**config.mk**
```make
export PLATFORM = sky130hd
export DESIGN_NAME = id_scoreboard_flat
export DESIGN_NICKNAME = d
export VERILOG_FILES = /design/src/rtl/id_scoreboard_pkg.sv /design/src/rtl/id_scoreboard_if.sv /design/src/rtl/id_scoreboard_sb_pend_cnt.sv /design/src/rtl/id_scoreboard.sv /design/src/flat_wrapper.sv
export SDC_FILE = /design/constraint.sdc
export NUM_CORES = 1
export LEC_CHECK = 0
export ABC_CLOCK_PERIOD_IN_PS = 7400
export CAP_MARGIN = 5
export CORE_AREA = 4 4 118 120
export DETAILED_ROUTE_END_ITERATION = 6
export DIE_AREA = 0 0 122 124
export GPL_TIMING_DRIVEN = 0
export PLACE_DENSITY = 0.63
export SYNTH_ARGS = -nofsm -noshare
export SYNTH_HDL_FRONTEND = slang
export SYNTH_SLANG_ARGS = --single-unit
```
**constraint.sdc**
```tcl
create_clock -name clk -period 7.4 [get_ports clk]
set_input_delay 1.11 -clock clk [delete_from_list [all_inputs] [get_ports clk]]
set_output_delay 1.11 -clock clk [all_outputs]
set_load 0.05 [all_outputs]
```
**src/rtl/id_scoreboard_pkg.sv**
```systemverilog
// Shared types and constants for the decode-stage issue scoreboard.
package id_scoreboard_pkg;

  typedef enum logic [1:0] {
    SB_RUN   = 2'd0,
    SB_DRAIN = 2'd1,
    SB_SERW  = 2'd2
  } sb_state_e;

  localparam int unsigned STALL_SAT = 0;
  localparam int unsigned STALL_RAW = 1;
  localparam int unsigned STALL_SER = 2;
  localparam int unsigned STALL_NUM = 3;
  localparam int unsigned NREGS     = 32;

  // Only the highest-priority cause survives: ser > raw > sat.
  function automatic logic [STALL_NUM-1:0] stall_prio(input logic [STALL_NUM-1:0] c);
    stall_prio = '0;
    if (c[STALL_SER])      stall_prio[STALL_SER] = 1'b1;
    else if (c[STALL_RAW]) stall_prio[STALL_RAW] = 1'b1;
    else if (c[STALL_SAT]) stall_prio[STALL_SAT] = 1'b1;
  endfunction

endpackage

```
**src/rtl/id_scoreboard_if.sv**
```systemverilog
// Decode / write-back side signals of the issue scoreboard.
interface id_scoreboard_if #(
  parameter int unsigned CNT_W = 2
);
  logic             id_valid;
  logic             rs1_r_ena;
  logic             rs2_r_ena;
  logic [4:0]       rs1_r_addr;
  logic [4:0]       rs2_r_addr;
  logic             rd_w_ena;
  logic [4:0]       rd_w_addr;
  logic             ser_inst;
  logic             ex_allowin;
  logic             id_flush;
  logic             flush_all;
  logic             wb_valid;
  logic             wb_rd_ena;
  logic [4:0]       wb_rd_addr;
  logic             id_ready_go;
  logic             issue;
  logic [CNT_W-1:0] inflight_cnt;
  logic             stall_raw;
  logic             stall_sat;
  logic             stall_ser;
  logic             sb_err;

  modport master (
    output id_valid, rs1_r_ena, rs2_r_ena, rs1_r_addr, rs2_r_addr, rd_w_ena, rd_w_addr,
           ser_inst, ex_allowin, id_flush, flush_all, wb_valid, wb_rd_ena, wb_rd_addr,
    input  id_ready_go, issue, inflight_cnt, stall_raw, stall_sat, stall_ser, sb_err
  );

  modport slave (
    input  id_valid, rs1_r_ena, rs2_r_ena, rs1_r_addr, rs2_r_addr, rd_w_ena, rd_w_addr,
           ser_inst, ex_allowin, id_flush, flush_all, wb_valid, wb_rd_ena, wb_rd_addr,
    output id_ready_go, issue, inflight_cnt, stall_raw, stall_sat, stall_ser, sb_err
  );
endinterface

```
**src/rtl/id_scoreboard_sb_pend_cnt.sv**
```systemverilog
// Saturating up/down pending counter; flags a decrement attempted at zero.
module sb_pend_cnt #(
  parameter int unsigned W = 2
) (
  input  logic         clk_i,
  input  logic         rst_ni,
  input  logic         clr_i,
  input  logic         inc_i,
  input  logic         dec_i,
  output logic [W-1:0] cnt_o,
  output logic         underflow_o
);
  localparam logic [W-1:0] ONE = W'(1);

  logic [W-1:0] cnt_q, cnt_d;

  always_comb begin
    cnt_d       = cnt_q;
    underflow_o = 1'b0;
    if (clr_i) begin
      cnt_d = '0;
    end else if (inc_i && !dec_i) begin
      if (cnt_q != '1) cnt_d = cnt_q + ONE;
    end else if (dec_i && !inc_i) begin
      if (cnt_q == '0) underflow_o = 1'b1;
      else             cnt_d = cnt_q - ONE;
    end
  end

  always_ff @(posedge clk_i or negedge rst_ni) begin
    if (!rst_ni) cnt_q <= '0;
    else         cnt_q <= cnt_d;
  end

  assign cnt_o = cnt_q;
endmodule

```
**src/rtl/id_scoreboard.sv**
```systemverilog
// Decode issue controller: RAW / saturation gating and CSR-style serialization.
module id_scoreboard
  import id_scoreboard_pkg::*;
#(
  parameter int unsigned MAX_INFLIGHT = 3,
  parameter int unsigned CNT_W        = 2
) (
  input  logic           clk,
  input  logic           rst,
  id_scoreboard_if.slave sb
);
  localparam logic [CNT_W-1:0] CNT_MAX  = '1;
  localparam logic [CNT_W-1:0] INFL_MAX = CNT_W'(MAX_INFLIGHT);
  localparam logic [CNT_W-1:0] ONE      = CNT_W'(1);

  logic [CNT_W-1:0]     pend [NREGS];
  logic [NREGS-1:0]     uflow;
  logic [CNT_W-1:0]     infl;
  logic                 infl_uflow;
  logic [STALL_NUM-1:0] cause, stall;
  logic                 ready_go, issue;
  sb_state_e            state_q;
  logic                 sb_err_q;

  assign pend[0]  = '0;
  assign uflow[0] = 1'b0;

  for (genvar r = 1; r < NREGS; r++) begin : g_pend
    logic [CNT_W-1:0] cnt;
    logic             inc, dec;
    assign inc = issue & sb.rd_w_ena & (sb.rd_w_addr == 5'(r));
    assign dec = sb.wb_valid & sb.wb_rd_ena & (sb.wb_rd_addr == 5'(r));
    sb_pend_cnt #(.W(CNT_W)) u_cnt (
      .clk_i(clk), .rst_ni(rst), .clr_i(sb.flush_all), .inc_i(inc), .dec_i(dec),
      .cnt_o(cnt), .underflow_o(uflow[r])
    );
    assign pend[r] = cnt;
  end

  sb_pend_cnt #(.W(CNT_W)) u_inflight (
    .clk_i(clk), .rst_ni(rst), .clr_i(sb.flush_all), .inc_i(issue), .dec_i(sb.wb_valid),
    .cnt_o(infl), .underflow_o(infl_uflow)
  );

  always_comb begin
    cause            = '0;
    cause[STALL_RAW] = (sb.rs1_r_ena && sb.rs1_r_addr != '0 && pend[sb.rs1_r_addr] != '0) ||
                       (sb.rs2_r_ena && sb.rs2_r_addr != '0 && pend[sb.rs2_r_addr] != '0);
    cause[STALL_SAT] = (sb.rd_w_ena && sb.rd_w_addr != '0 && pend[sb.rd_w_addr] == CNT_MAX) ||
                       (infl == INFL_MAX);
    case (state_q)
      SB_RUN:   cause[STALL_SER] = sb.id_valid && sb.ser_inst && infl != '0;
      SB_DRAIN: cause[STALL_SER] = infl != '0;
      default:  cause[STALL_SER] = 1'b1;
    endcase
  end

  assign stall    = stall_prio(cause);
  assign ready_go = ~|stall;
  assign issue    = sb.id_valid & ready_go & sb.ex_allowin & ~sb.id_flush & ~sb.flush_all;

  // SER_WAIT leaves on the edge that retires the last in-flight instruction.
  always_ff @(posedge clk or negedge rst) begin
    if (!rst) begin
      state_q <= SB_RUN;
    end else if (sb.flush_all) begin
      state_q <= SB_RUN;
    end else begin
      case (state_q)
        SB_RUN: begin
          if (issue && sb.ser_inst)                    state_q <= SB_SERW;
          else if (cause[STALL_SER] && !sb.id_flush)   state_q <= SB_DRAIN;
        end
        SB_DRAIN: begin
          if (sb.id_flush)  state_q <= SB_RUN;
          else if (issue)   state_q <= SB_SERW;
        end
        SB_SERW: begin
          if (infl == '0 || (infl == ONE && sb.wb_valid)) state_q <= SB_RUN;
        end
        default: state_q <= SB_RUN;
      endcase
    end
  end

  always_ff @(posedge clk or negedge rst) begin
    if (!rst) sb_err_q <= 1'b0;
    else      sb_err_q <= sb_err_q | (|uflow) | infl_uflow;
  end

  assign sb.id_ready_go  = ready_go;
  assign sb.issue        = issue;
  assign sb.inflight_cnt = infl;
  assign sb.stall_ser    = stall[STALL_SER];
  assign sb.stall_raw    = stall[STALL_RAW];
  assign sb.stall_sat    = stall[STALL_SAT];
  assign sb.sb_err       = sb_err_q;
endmodule

```
**src/flat_wrapper.sv**
```systemverilog
// flat-port wrapper written by rule: the top's interface ports become plain ports
module id_scoreboard_flat import id_scoreboard_pkg::*;
#(
  parameter int unsigned MAX_INFLIGHT = 3,
  parameter int unsigned CNT_W        = 2
)
  (clk, rst, sb_id_valid, sb_rs1_r_ena, sb_rs2_r_ena, sb_rs1_r_addr, sb_rs2_r_addr, sb_rd_w_ena, sb_rd_w_addr, sb_ser_inst, sb_ex_allowin, sb_id_flush, sb_flush_all, sb_wb_valid, sb_wb_rd_ena, sb_wb_rd_addr, sb_id_ready_go, sb_issue, sb_inflight_cnt, sb_stall_raw, sb_stall_sat, sb_stall_ser, sb_sb_err);
  id_scoreboard_if #(.CNT_W(CNT_W)) sb_i ();
  input  logic clk;
  input  logic rst;
  input wire logic [$bits(sb_i.id_valid)-1:0] sb_id_valid;
  input wire logic [$bits(sb_i.rs1_r_ena)-1:0] sb_rs1_r_ena;
  input wire logic [$bits(sb_i.rs2_r_ena)-1:0] sb_rs2_r_ena;
  input wire logic [$bits(sb_i.rs1_r_addr)-1:0] sb_rs1_r_addr;
  input wire logic [$bits(sb_i.rs2_r_addr)-1:0] sb_rs2_r_addr;
  input wire logic [$bits(sb_i.rd_w_ena)-1:0] sb_rd_w_ena;
  input wire logic [$bits(sb_i.rd_w_addr)-1:0] sb_rd_w_addr;
  input wire logic [$bits(sb_i.ser_inst)-1:0] sb_ser_inst;
  input wire logic [$bits(sb_i.ex_allowin)-1:0] sb_ex_allowin;
  input wire logic [$bits(sb_i.id_flush)-1:0] sb_id_flush;
  input wire logic [$bits(sb_i.flush_all)-1:0] sb_flush_all;
  input wire logic [$bits(sb_i.wb_valid)-1:0] sb_wb_valid;
  input wire logic [$bits(sb_i.wb_rd_ena)-1:0] sb_wb_rd_ena;
  input wire logic [$bits(sb_i.wb_rd_addr)-1:0] sb_wb_rd_addr;
  output wire logic [$bits(sb_i.id_ready_go)-1:0] sb_id_ready_go;
  output wire logic [$bits(sb_i.issue)-1:0] sb_issue;
  output wire logic [$bits(sb_i.inflight_cnt)-1:0] sb_inflight_cnt;
  output wire logic [$bits(sb_i.stall_raw)-1:0] sb_stall_raw;
  output wire logic [$bits(sb_i.stall_sat)-1:0] sb_stall_sat;
  output wire logic [$bits(sb_i.stall_ser)-1:0] sb_stall_ser;
  output wire logic [$bits(sb_i.sb_err)-1:0] sb_sb_err;
  assign sb_i.id_valid = sb_id_valid;
  assign sb_i.rs1_r_ena = sb_rs1_r_ena;
  assign sb_i.rs2_r_ena = sb_rs2_r_ena;
  assign sb_i.rs1_r_addr = sb_rs1_r_addr;
  assign sb_i.rs2_r_addr = sb_rs2_r_addr;
  assign sb_i.rd_w_ena = sb_rd_w_ena;
  assign sb_i.rd_w_addr = sb_rd_w_addr;
  assign sb_i.ser_inst = sb_ser_inst;
  assign sb_i.ex_allowin = sb_ex_allowin;
  assign sb_i.id_flush = sb_id_flush;
  assign sb_i.flush_all = sb_flush_all;
  assign sb_i.wb_valid = sb_wb_valid;
  assign sb_i.wb_rd_ena = sb_wb_rd_ena;
  assign sb_i.wb_rd_addr = sb_wb_rd_addr;
  assign sb_id_ready_go = sb_i.id_ready_go;
  assign sb_issue = sb_i.issue;
  assign sb_inflight_cnt = sb_i.inflight_cnt;
  assign sb_stall_raw = sb_i.stall_raw;
  assign sb_stall_sat = sb_i.stall_sat;
  assign sb_stall_ser = sb_i.stall_ser;
  assign sb_sb_err = sb_i.sb_err;
  id_scoreboard #(.MAX_INFLIGHT(MAX_INFLIGHT), .CNT_W(CNT_W)) u_core (.clk(clk), .rst(rst), .sb(sb_i));
endmodule
```
# Yosys cells after proc, flatten, opt, wreduce, memory -nomap -nowiden
# Cells that the tools add are included.
classes:
  add_sub_neg: 64
  order_cmp: 3
  eq_ne: 166
  muxes: 310
  bitwise_logic: 75
  n_reduce_logical: 250
ops:
  columns: ["op", "n"]
  rows:
  - ["$mux W2", 173]
  - ["$eq A5 B5 Y1 const B", 32]
  - ["$mux W1", 132]
  - ["$ne A3 B2 Y1 const B", 33]
  - ["$reduce_and A3 Y1", 33]
  - ["$ne A3 B3 Y1 const B", 32]
  - ["$reduce_bool A3 Y1", 32]
  - ["$eq A5 B4 Y1 const B", 16]
  - ["$logic_and A1 B1 Y1", 75]
  - ["$and A1 B1 Y1", 68]
  - ["$logic_not A1 Y1", 66]
  - ["$logic_not A2 Y1", 33]
  - ["$add A2 B1 Y2 const B", 32]
  - ["$ne A2 B2 Y1 const B", 32]
  - ["$sub A2 B1 Y2 const B", 32]
  - ["$eq A5 B3 Y1 const B", 8]
  - ["$reduce_or A31 Y1", 1]
  - ["$bmux W2 S5", 3]
  - ["$eq A5 B2 Y1 const B", 4]
  - ["$ge A6 B6 Y1 const B", 3]
  - ["$not A5 Y6", 3]
  - ["$reduce_bool A5 Y1", 3]
  - ["$eq A5 B1 Y1 const B", 2]
  - ["$eq A2 B2 Y1 const B", 3]
  - ["10 further kinds", 17]
word_totals:
  regBits: 67
  out_inout_bits: 8
  elab_cells: 902

# Logic depth before layout (Yosys ltp)
depth:
  depth_word: 26
  ltp_mapped: 17
  mapped_depth_nobuf: 11

# Hierarchy
# Synthesis repeated with hierarchy kept, for this count alone.
unflattened:
  cells_unflattened: 776
  hier_area_um2: 6551.3
modules_own_cells:
  columns: ["mod", "n_inst", "cells_each", "area_per_inst_um2", "seq_area_each_um2"]
  rows:
  - ["sb_pend_cnt", 32, 13, 123.9, 50.0]
  - ["id_scoreboard", 1, 360, 2587.5, 75.1]

# Worst setup path after synthesis
# Ideal clock, no wire load.
synth_timing:
  path_type: "in2out"
  from: "in sb_rd_w_addr[1]"
  to: "out sb_stall_sat"
  arrival_time_ps: 3743
  required_ps: 6290
  setup_slack_ps: 2547
  stages: 10
  path_buffers: 3
  path_cell_list: "buf_2 > buf_6 > buf_2 > mux2i_1 > a22oi_1 > o2111ai_1 > a2111oi_0 > o21a_1 > nor2_1 > nor3_1"
synth_via:
  elab_chain_cells: 10
synth_rtl:
  columns: ["item", "line", "rtl"]
  rows:
  - ["start: declaration", "flat_wrapper.sv:17", "input wire logic [$bits(sb_i.rd_w_addr)-1:0] sb_rd_w_addr;"]
  - ["$not A5 Y6 (not written as such)", "id_scoreboard.sv:49", "cause[STALL_SAT] = (sb.rd_w_ena && sb.rd_w_addr != '0 && pend[sb.rd_w_addr] == CNT_MAX) ||"]
  - ["$bmux W2 S5", "id_scoreboard.sv:49", null]
  - ["$mux W2 (not written as such) (2 in a row)", "id_scoreboard.sv:49", null]
  - ["$eq A2 B2 Y1", "id_scoreboard.sv:49", null]
  - ["$logic_and A1 B1 Y1 (*)", "id_scoreboard.sv:49", null]
  - ["$logic_or A1 B1 Y1 (*)", "id_scoreboard.sv:49", null]
  - ["$mux W1 (*)", "id_scoreboard_pkg.sv:21", "else if (c[STALL_SAT]) stall_prio[STALL_SAT] = 1'b1;"]
  - ["$mux W1 (*)", "id_scoreboard_pkg.sv:20", "else if (c[STALL_RAW]) stall_prio[STALL_RAW] = 1'b1;"]
  - ["$mux W2 (*)", "id_scoreboard_pkg.sv:19", "if (c[STALL_SER]) stall_prio[STALL_SER] = 1'b1;"]
  - ["end: declaration", "flat_wrapper.sv:29", "output wire logic [$bits(sb_i.stall_sat)-1:0] sb_stall_sat;"]
# Every way passes the cells marked *; elsewhere a longest branch is shown, timed or not. The select of a mux whose other input is x is not followed.

# Final worst setup path
layout_timing:
  from: "in sb_rd_w_addr[3]"
  to: "out sb_issue"
layout_via:
  elab_chain_cells: 16
layout_rtl:
  columns: ["item", "line", "rtl"]
  rows:
  - ["$not A5 Y6 (not written as such)", "id_scoreboard.sv:49", null]
  - ["$bmux W2 S5", "id_scoreboard.sv:49", null]
  - ["$mux W2 (not written as such) (2 in a row)", "id_scoreboard.sv:49", null]
  - ["$eq A2 B2 Y1", "id_scoreboard.sv:49", null]
  - ["$logic_and A1 B1 Y1 (*)", "id_scoreboard.sv:49", null]
  - ["$logic_or A1 B1 Y1 (*)", "id_scoreboard.sv:49", null]
  - ["$mux W1 (*)", "id_scoreboard_pkg.sv:21", null]
  - ["$mux W1 (*)", "id_scoreboard_pkg.sv:20", null]
  - ["$mux W2 (*)", "id_scoreboard_pkg.sv:19", null]
  - ["$reduce_or A3 Y1 (*)", "id_scoreboard.sv:59", "assign ready_go = ~|stall;"]
  - ["$logic_not A1 Y1 (*)", "id_scoreboard.sv:59", null]
  - ["$and A1 B1 Y1 (*) (4 in a row)", "id_scoreboard.sv:60", "assign issue = sb.id_valid & ready_go & sb.ex_allowin & ~sb.id_flush & ~sb.flush_all;"]
  - ["end: declaration", "flat_wrapper.sv:26", "output wire logic [$bits(sb_i.issue)-1:0] sb_issue;"]
# Marks and branches as above.

==> flow_summary_export.csv <==
group,metric,value,unit
run_status,status,"completed",
clock_tree,worstSkewPairLatency,0.35,ns
power_and_ir_drop,clkPwrFrac,43.3,%
grt,grt_pass1_vias,6091,
timing,min_period,6.33,ns
synthesis,syn_area,5730,um^2
clock_tree,clockRootBuffer,"clkbuf_16",
power_and_ir_drop,power.internal,0.688,mW
floorplanning,fp.dieW,122,um
clock_tree,cts_tree,"done",
timing,hold_ws,0.571,ns
placement,place_ws,1.20,ns
synthesis,yosysWarnings,0,
timing,slew_headroom,20.1,%
synthesis,synthCells,738,
detailed_routing,drtIter0Drc,787,
timing,rsz0062_at_grt,"no",
detailed_routing,first_pass_iters,5,
setup_path,ff2ff_setup_slack,2.78,ns
clock_tree,cts_resized,0,
min_path,hp-start,"u_core.state_q[1]",
floorplanning,die_h,124,um
setup_path,reg2reg_depth,12,
setup_path,endpoint_kind,"output pin",
power_and_ir_drop,p_switching,0.318,mW
min_path,hold_class,"reg -> reg",
synthesis,ys_seq_elements,67,
synthesis,synth_area_leaders,"dfrtp_1 (29%), nor2_1 (5.8%), mux4_2 (5.5%), nor3_1 (5.2%), a211oi_1 (4.8%)",
timing,setup_slack,1.07,ns
synthesis,post_synth_num_cell_types,66,
flow_run,maxCapViolCount,0,
setup_path,worstSetupStartpointType,"input port",
detailed_routing,wl_per_cell,24.9,um
grt,busiest_layer,"met2",
detailed_routing,routed_via_density,6.88,
timing,worstMarginPinSlew,1.19,ns
finish,fin_nets,813,
finish,final_cell_area,6530,um^2
detailed_routing,drt-total-wl,23.8,mm
timing,clock.fmax,158,MHz
placement,gp_congestion,1.04,
synthesis,synth_nets,773,
grt,grt.met2_usage,47.0,%
power_and_ir_drop,pwr-share-seq,37.2,%
placement,place_area,6240,um^2
placement,io_buffers,29,
power_and_ir_drop,switching_share,31.6,%
power_and_ir_drop,ir_drop,0.000113,V
synthesis,synth.avg_cell_area,7.77,um^2
finish,areaGrowthSynthToFinish,13.8,%
grt,track_usage,32.2,%
timing,fin_setup_tns,0,ns
synthesis,synth-main-ff-cell,"dfrtp_1",
placement,place_hpwl,17.9,mm
detailed_routing,vias,6594,
placement,dp.cells,943,
setup_path,cp.arrival,5.22,ns
grt,antenna_found_initial,0,
min_path,holdPathEnd,"u_core.state_q[0]",
timing,fin_crit_sh,85.5,%
clock_tree,cts_buffers,9,
finish,drive_above_1_share,7.42,%
timing,drv_slew,0,
grt,gr-usage-met3,6.27,%
power_and_ir_drop,comb_power_share,19.4,%
setup_path,worstSetupPathType,"in -> out",
finish,diodes,0,
timing,hold_viol,0,
clock_tree,clk_pin_slew,0.06,ns
clock_tree,htreeDepth,3,
clock_tree,post-cts-setup-buffers,0,
synthesis,synth_edf_count,0,
detailed_routing,drc_errors,0,
detailed_routing,postRouteAntennaNets,0,
timing,setup_viol,0,
clock_tree,ctsHoldBuffers,0,
synthesis,yosysTopAreaCellShare,29.2,%
setup_path,crit_required,6.29,ns
finish,fill_cells,1338,
grt,grt_pass1_wl,36.3,mm
clock_tree,cts_sinks,67,
finish,final_cells,958,
floorplanning,core_region_area,13000,um^2
setup_path,rr_endpoint,"u_core.sb.sb_err",
synthesis,synth.largest_area_cell,"dfrtp_1",
grt,grt_max_degree,68,
synthesis,synth_seq_area_share,29.2,%
clock_tree,clock_path_buffers,2,
setup_path,r2r-start,"u_core.g_pend[2].u_cnt.cnt_o[1]",
grt,grt.overflow.total,0,
power_and_ir_drop,leakage,2.42,nW
floorplanning,row_count,42,
timing,finalClockSkew,0.0102,ns
grt,met1_usage,46.8,%
synthesis,async_flop_share,100,%
floorplanning,boundaryPins,40,
setup_path,startpoint,"sb_rd_w_addr[3]",
setup_path,path_max_fanout,10,
power_and_ir_drop,p_per_area,154,nW/um^2
min_path,holdPathStages,2,
floorplanning,start_util,44.2,%
floorplanning,die-area,15100,um^2
[power groups by stage]
| stage | clock, mW | sequential [mW] | combinational [mW] |
|---|---|---|---|
| global route | 0.455 | 0.375 | 0.208 |
| CTS | 0.437 | 0.375 | 0.192 |
| detailed placement | 0 | 0.381 | 0.191 |
| finish | 0.436 | 0.375 | 0.195 |
| floorplan | 0 | 0.390 | 0.104 |
| global placement | 0 | 0.381 | 0.189 |
[worst max-delay path: stages]
cell and delay, ns:
clkdlybuf4s50_1 0.73, clkbuf_1 0.45, clkbuf_1 0.49, a31oi_1 0.17, o2111ai_1 0.13, o41ai_1 0.13
o21a_1 0.29, nor4_4 0.35, nand2_1 0.30, inv_1 0.23, clkdlybuf4s50_1 0.83
[layout by cell type, fill, tap and decap left out, types with 7 or more instances in the layout]
cell type | netlist | layout
clkbuf_16 | 0 | 9
a211oi_1 | 37 | 37
nor2b_1 | 10 | 10
o31a_1 | 7 | 7
o31ai_1 | 9 | 9
o21ai_0 | 46 | 46
nor3_1 | 60 | 60
mux2i_1 | 12 | 12
o21a_1 | 18 | 18
mux4_2 | 14 | 14
nor2_1 | 88 | 88
and2_1 | 8 | 8
nand2_1 | 51 | 51
dfrtp_1 | 67 | 67
a21oi_1 | 54 | 54
nand2b_1 | 21 | 21
o211ai_1 | 7 | 7
buf_2 | 11 | 11
clkdlybuf4s50_1 | 0 | 28
nor4_1 | 25 | 25
nand3_1 | 20 | 20
a31oi_1 | 9 | 9
inv_1 | 23 | 23
clkbuf_1 | 33 | 34
or2_2 | 11 | 11
[worst max path at each step]
| stage | endpoint | slack, ns | depth (start not counted) |
|---|---|---|---|
| floorplan | sb_stall_sat | 2.55 | 10 |
| global placement | sb_issue | 1.24 | 11 |
| detailed placement | sb_issue | 1.20 | 11 |
| CTS | sb_issue | 1.18 | 11 |
| global route | sb_issue | 0.84 | 11 |
| finish | sb_issue | 1.07 | 11 |
[flip-flops by register name, summed over array words and instances, names as in the netlist]
register,cells
u_core.u_inflight.cnt_o,2
u_core.sb.sb_err,1
u_core.g_pend.u_cnt.cnt_o,62
u_core.state_q,2
[layer usage]
| layer | vias up | wire (um) |
|---|---|---|
| met2 | 432 | 10000 |
| met3 | 65 | 2620 |
| met1 | 3220 | 10300 |
| li1 | 2877 | - |
| met5 | - | 0 |
| met4 | 0 | 906 |
[synth_stat cells (3+ instances only)]
master	n
a41oi_1	3
clkbuf_1	33
or2_0	3
mux2i_1	12
nand4_1	4
dfrtp_1	67
nor2b_1	10
o21bai_1	3
a21oi_1	54
and2_1	8
nand3b_1	3
nor4_1	25
o31ai_1	9
a31oi_1	9
a21o_1	4
nand2_1	51
o21ai_0	46
buf_2	11
o31a_1	7
o21a_1	18
nand2b_1	21
mux4_2	14
xnor2_1	3
ha_1	3
or3_1	5
nand3_1	20
nor3b_1	3
nor3_1	60
or2_2	11
o311ai_0	3
a211oi_1	37
a2111oi_0	3
a221oi_1	5
nor2_1	88
nor4b_1	3
inv_1	23
o211ai_1	7
and3_1	4
o2111ai_1	3
or4_1	5
[layout make-up]
type	count	area, um^2	share of cell area, %
timing repair buffer	29	288	4.41
clock inverter	5	55.1	0.844
multi-input combinational	602	3780	57.9
sequential	67	1680	25.7
buffer	46	194	2.97
inverter	23	86.3	1.32
clock buffer	10	229	3.51
tap	176	220	3.37
[logic make-up after synthesis]
family          Yosys count  share of synthesized area [%]
simple gates            329                           28.9
compound gates          238                           27.7
buf+inv                  69                           4.89
flops                    67                           29.2
mux                      28                           7.99
xor+xnor                  4                          0.611
fa+ha+maj                 3                          0.655
[stage by stage]
| step | power (mW) | util (%) |
|---|---|---|
| floorplan | 0.494 | - |
| global placement | 0.570 | 48.1 |
| detailed placement | 0.572 | 48.1 |
| CTS | 1.00 | 50.3 |
| global route | 1.04 | 50.3 |
| finish | 1.01 | 50.3 |
No activity file was read; power rests on OpenSTA's default activity.
